File: src/rtl/seg_scan_pkg.sv
// =============================================================================
// Module  : seg_scan_pkg
// Brief   : Shared constants and state type for the 7-segment anode scanner.
// Revision: 1.0 - initial release
// =============================================================================
`default_nettype none

package seg_scan_pkg;

    localparam int NUM_DIGITS = 4;

    localparam logic [NUM_DIGITS-1:0] ANODE_OFF = 4'b1111;

    localparam logic [NUM_DIGITS-1:0] ANODE_ONEHOT [0:NUM_DIGITS-1] =
        '{4'b1110, 4'b1101, 4'b1011, 4'b0111};

    typedef enum logic [0:0] {
        ST_BLANK = 1'b0,
        ST_SCAN  = 1'b1
    } scan_state_t;

    // Only ever yields a one-cold strobe or all-off, so two digits can never light together.
    function automatic logic [NUM_DIGITS-1:0] anode_for(input logic [1:0] idx, input logic lit);
        return lit ? ANODE_ONEHOT[idx] : ANODE_OFF;
    endfunction

endpackage

`default_nettype wire

File: src/rtl/scan_prescaler.sv
// =============================================================================
// Module  : scan_prescaler
// Brief   : Slot prescaler counting 0..REFRESH_DIV-1 while enabled; tick on last count.
// Revision: 1.0 - initial release
// =============================================================================
`default_nettype none

module scan_prescaler #(
    parameter int REFRESH_DIV = 100000,
    parameter int CNT_W       = $clog2(REFRESH_DIV)
) (
    input  logic             clk,
    input  logic             rst,
    input  logic             en_i,
    output logic [CNT_W-1:0] cnt_o,
    output logic             tick_o
);

    localparam logic [CNT_W-1:0] c_last = CNT_W'(REFRESH_DIV - 1);

    logic [CNT_W-1:0] cnt_q;
    logic [CNT_W-1:0] cnt_d;

    // Combinational so the tick is exactly the cycle whose closing edge wraps the count.
    assign tick_o = en_i && (cnt_q == c_last);
    assign cnt_o  = cnt_q;

    always_comb begin
        cnt_d = cnt_q;
        if (tick_o) begin
            cnt_d = '0;
        end else if (en_i) begin
            cnt_d = cnt_q + CNT_W'(1);
        end
    end

    always_ff @(posedge clk) begin
        if (rst) begin
            cnt_q <= '0;
        end else begin
            cnt_q <= cnt_d;
        end
    end

endmodule

`default_nettype wire

File: src/rtl/anode_scan_ctrl.sv
// =============================================================================
// Module  : anode_scan_ctrl
// Brief   : 4-digit common-anode scan controller with optional anti-ghost blank
//           window, enabled by macro SEG_SCAN_BLANK_GAP_EN.
// Revision: 1.0 - initial release
// =============================================================================
`default_nettype none

module anode_scan_ctrl
    import seg_scan_pkg::*;
#(
    parameter int REFRESH_DIV  = 100000,
    parameter int BLANK_CYCLES = 16
) (
    input  logic       clk,
    input  logic       rst,
    input  logic       en,
    input  logic [3:0] digit_en,
    output logic [3:0] anode,
    output logic [1:0] digit_idx,
    output logic       slot_tick
);

    localparam int c_cnt_w = $clog2(REFRESH_DIV);
    localparam logic [c_cnt_w-1:0] c_blank_last = c_cnt_w'(BLANK_CYCLES - 1);

`ifdef SEG_SCAN_BLANK_GAP_EN
    localparam bit c_blank_en = (BLANK_CYCLES > 0);
`else
    localparam bit c_blank_en = 1'b0;
`endif

    localparam scan_state_t c_rst_state = c_blank_en ? ST_BLANK : ST_SCAN;

    logic [c_cnt_w-1:0] cnt;
    logic               tick;

    logic [1:0]         idx_q, idx_d;
    scan_state_t        state_q, state_d;
    logic [3:0]         anode_q, anode_d;

    scan_prescaler #(
        .REFRESH_DIV (REFRESH_DIV),
        .CNT_W       (c_cnt_w)
    ) u_prescaler (
        .clk    (clk),
        .rst    (rst),
        .en_i   (en),
        .cnt_o  (cnt),
        .tick_o (tick)
    );

    always_comb begin
        idx_d   = tick ? idx_q + 2'd1 : idx_q;
        state_d = state_q;
        if (!c_blank_en) begin
            state_d = ST_SCAN;
        end else if (tick) begin
            state_d = ST_BLANK;
        end else if (en && (cnt == c_blank_last)) begin
            state_d = ST_SCAN;
        end
        // Built from next-state values so the strobe lines up with the registered index.
        anode_d = anode_for(idx_d, en && digit_en[idx_d] && (state_d == ST_SCAN));
    end

    always_ff @(posedge clk) begin
        if (rst) begin
            idx_q   <= '0;
            state_q <= c_rst_state;
            anode_q <= ANODE_OFF;
        end else begin
            idx_q   <= idx_d;
            state_q <= state_d;
            anode_q <= anode_d;
        end
    end

    assign anode     = anode_q;
    assign digit_idx = idx_q;
    assign slot_tick = tick;

endmodule

`default_nettype wire

File: config.mk
export PLATFORM = sky130hd
export DESIGN_NAME = anode_scan_ctrl
export DESIGN_NICKNAME = d
export VERILOG_FILES = /design/src/rtl/seg_scan_pkg.sv /design/src/rtl/scan_prescaler.sv /design/src/rtl/anode_scan_ctrl.sv
export SDC_FILE = /design/constraint.sdc
export NUM_CORES = 1
export LEC_CHECK = 0
export BUFFER_PORTS_ARGS = -buffer_cell sky130_fd_sc_hd__buf_2
export CELL_PAD_IN_SITES_DETAIL_PLACEMENT = 2
export CELL_PAD_IN_SITES_GLOBAL_PLACEMENT = 2
export CORE_MARGIN = 4
export CORE_UTILIZATION = 36
export CTS_CLUSTER_DIAMETER = 200
export DETAILED_ROUTE_END_ITERATION = 16
export GPL_TIMING_DRIVEN = 0
export HOLD_SLACK_MARGIN = 0.06
export PLACE_DENSITY_LB_ADDON = 0.25
export SLEW_MARGIN = 20
export SYNTH_ARGS = -nofsm -noshare
export SYNTH_HDL_FRONTEND = slang
export SYNTH_SLANG_ARGS = --single-unit
export TNS_END_PERCENT = 5
File: constraint.sdc
create_clock -name clk -period 2.6 [get_ports clk]
set_input_delay 0.39 -clock clk [delete_from_list [all_inputs] [get_ports clk]]
set_output_delay 0.39 -clock clk [all_outputs]
set_load 0.005 [all_outputs]
==> out/metrics.csv <==
stage,metric,value,unit
worst_setup_path,WP data arrival,1.85,ns
timing,final hold vios,0,
pwr,P_sw,129,µW
logic_synthesis,Synth Area in Simple Gates,29.5,%
floorplanning,Chip Width,62.6,µm
worst_setup_path,WS Path Type,reg -> out,
routing,WL per Instance,16.0,µm
grt,first-pass GRT wire length,4.75,mm
hold_path,min-delay worst type,in -> reg,
clocking,CTS H-tree lvls,1,
clocking,cts bufs inserted,3,
routing,vias per inst,5.55,
floorplanning,I/O pins,14,
placed_design,Placer Congestion,0.756,
logic_synthesis,Post-synth EDFFs,0,
layout,P&R area growth vs syn,11.7,%
clocking,CTS Sinks,23,
logic_synthesis,"area leader, netlist",dfxtp_1,
worst_setup_path,crit-path max FO,10,
layout,Final Net Count,142,
grt,GR Overflow Total,0,
pwr,Comb power frac,4.2,%
layout,Final Cell Area,1200,µm²
logic_synthesis,Gate Count Post-Synth,117,
layout,filler instances,335,
timing,setup TNS,0,ns
routing,total wire length,2.63,mm
timing,RSZ-0062 raised after global routing,no,
routing,WL met2,1.27,mm
run_status,status,"finished, final reports clean",
layout,fraction of layout cells with a size suffix above 1,18.8,%
flow_run,max cap viols,0,
routing,Met3 Routed Length,82,µm
logic_synthesis,leading register cell type out of synthesis,dfxtp_1,
logic_synthesis,complex-gate fraction of the synthesized area,11.1,%
timing,final slew viol count,0,
routing,M1 wire length,1.23,mm
worst_setup_path,crit start category,flop,
logic_synthesis,Syn Nets,125,
clocking,# resized after CTS,0,
floorplanning,initial core utilization,38.3,%
floorplanning,die footprint,3920,µm²
logic_synthesis,largest family of logic cells by synthesized area,simple AND/OR/NAND/NOR gates,
logic_synthesis,post-synthesis adder-cell area fraction,1.17,%
routing,first drt pass iteration count,4,
routing,routed vias,911,
clocking,clk buf depth,2,
logic_synthesis,Async SR Flop Fraction,0,%
logic_synthesis,post-synthesis sequential area ratio,42.9,%
routing,max layer used,met4,
timing,fin crit share,86.3,%
logic_synthesis,synth unique cells,33,
clocking,Root Buffer,clkbuf_4,
grt,largest net degree at the start of global routing,13,
grt,number of antenna violations at the first check in global routing,0,
placed_design,post-placement cell area,1170,µm²
logic_synthesis,synthesized cell area,1070,µm²
pwr,Peak VDD IR,0.191,mV
logic_synthesis,xor-xnor portion of the synthesized cell area,11.4,%
pwr,Reg power frac,64.6,%
floorplanning,row count,19,
pwr,Leak,0.395,nW
pwr,Int Pwr,428,µW
grt,Total GRT Usage,15.2,%
routing,remaining antenna violation count after routing,0,
timing,crit path time final,2.24,ns
clocking,Setup Buffers After CTS,0,
worst_setup_path,Setup crit end kind,output pin,
clocking,hold buffers post-CTS,0,
routing,DR DRC count,0,
pwr,power share of the clock group,31.1,%
timing,fmax,446,MHz
grt,vias in the first global route,981,
logic_synthesis,post-synthesis mux area share,0.932,%
routing,initial DRC count,40,
timing,skew final,0.00514,ns
pwr,switch share,23.2,%
timing,worst rel slew slack,68.6,%
layout,ANT cells,0,
timing,Finish-stage setup viols,0,
placed_design,DP Wirelength,2.06,mm
floorplanning,Die Ht,62.6,µm
pwr,power per cell area,465,nW/µm²
logic_synthesis,register bit count reported by yosys,23,
logic_synthesis,Synth warnings,0,
worst_setup_path,CP Data Required Time,2.21,ns
timing,Tightest Pin Transition,0.469,ns
floorplanning,core box area,2810,µm²
logic_synthesis,syn_area_per_cell,9.18,µm²
clocking,insertion delay to the later sink of the worst-skew pair,0.32,ns
clocking,Worst-path clk slew,0.12,ns
logic_synthesis,top post-synthesis cells by area,"dfxtp_1 (43%), xnor2_1 (8.2%), nor2_1 (6.3%)",
clocking,TritonCTS clock tree,yes,
placed_design,buffers added on ports,12,
logic_synthesis,Yosys top cell area share,42.9,%
sequential cells by signal (all words and copies together), names as in the netlist:
name / flops
anode: 4
u_prescaler.cnt_o: 17
digit_idx: 2
cell type report:
class	instances	area [µm²]	area share, %
inverter	4	15.0	1.25
clock buffer	4	26.3	2.19
tap	31	38.8	3.24
timing repair buffer	12	60.1	5.01
sequential	23	460	38.4
buffer	3	17.5	1.46
multi-input combinational	87	581	48.4
metal layers:
metal	GRT usage (%)	vias up
met1	19.0	445
met2	24.8	10
li1	-	451
met5	0	-
met3	4.14	5
met4	5.79	0
path summary, 6_finish.rpt:
path                    startpoint                     to  slack [ns]  depth (start not counted)
min reg2reg  u_prescaler.cnt_o[15]  u_prescaler.cnt_o[15]        0.51                          2
max           u_prescaler.cnt_o[0]              slot_tick        0.36                          5
min                            rst           digit_idx[1]        0.26                          2
max reg2reg   u_prescaler.cnt_o[0]  u_prescaler.cnt_o[14]        0.62                          6
power groups by stage:
stage	Combinational [mW]	Sequential (mW)	Clock, mW
floorplan	0.0151	0.367	0
global placement	0.0228	0.367	0
detailed placement	0.0242	0.368	0
CTS	0.0242	0.360	0.182
global route	0.0271	0.361	0.201
finish	0.0235	0.360	0.173
cell usage in the layout (no fill, tap or decap), drive strengths merged:
master / netlist / final
a21o: 1 / 1
a21oi: 3 / 3
and2: 1 / 1
and3: 1 / 1
and4bb: 2 / 2
buf: 3 / 15
clkbuf: 0 / 4
dfxtp: 23 / 23
ha: 1 / 1
inv: 4 / 4
mux2i: 1 / 1
nand2: 10 / 10
nand3: 2 / 2
nand4: 6 / 6
nor2: 18 / 18
nor2b: 1 / 1
nor3: 5 / 5
nor4: 6 / 6
o2111ai: 2 / 2
o211a: 1 / 1
o211ai: 2 / 2
o21a: 1 / 1
o21ba: 1 / 1
o21bai: 1 / 1
o31ai: 1 / 1
o41ai: 2 / 2
or2: 1 / 1
or4: 1 / 1
or4b: 2 / 2
xnor2: 10 / 10
xor2: 4 / 4
stage by stage:
step / util (%) / hold slack [ns] / power [mW] / worst slack (ns) / cells
detailed placement: 41.8 / 0.496 / 0.392 / 0.621 / 160
CTS: 42.7 / 0.253 / 0.566 / 0.336 / 164
finish: 42.7 / 0.261 / 0.557 / 0.356 / 164
global placement: 41.8 / 0.473 / 0.390 / 0.674 / 160
floorplan: - / 0.442 / 0.382 / 0.896 / 117
global route: 42.7 / 0.251 / 0.589 / 0.157 / 164
Yosys cell counts, drive strengths merged, types with 2 or more instances:
master	instances
nand4	6
xor2	4
nand3	2
o41ai	2
o2111ai	2
buf	3
nor4	6
xnor2	10
nor3	5
dfxtp	23
and4bb	2
a21oi	3
nand2	10
o211ai	2
inv	4
or4b	2
nor2	18
critical path, stage by stage, from the launching register on:
cell	delay, ns
dfxtp_1	0.40
ha_1	0.24
and3_1	0.23
nand2_1	0.25
nor3_1	0.27
buf_2	0.14
kinds of logic after synthesis:
group | after synthesis
and+or+nand+nor | 56
DFF | 23
AOI/OAI and AO/OA | 15
xor gates and xnor gates | 14
buffers and inverters | 7
muxes | 1
adders and majority gates | 1
No activity file was read; power rests on OpenSTA's default activity.
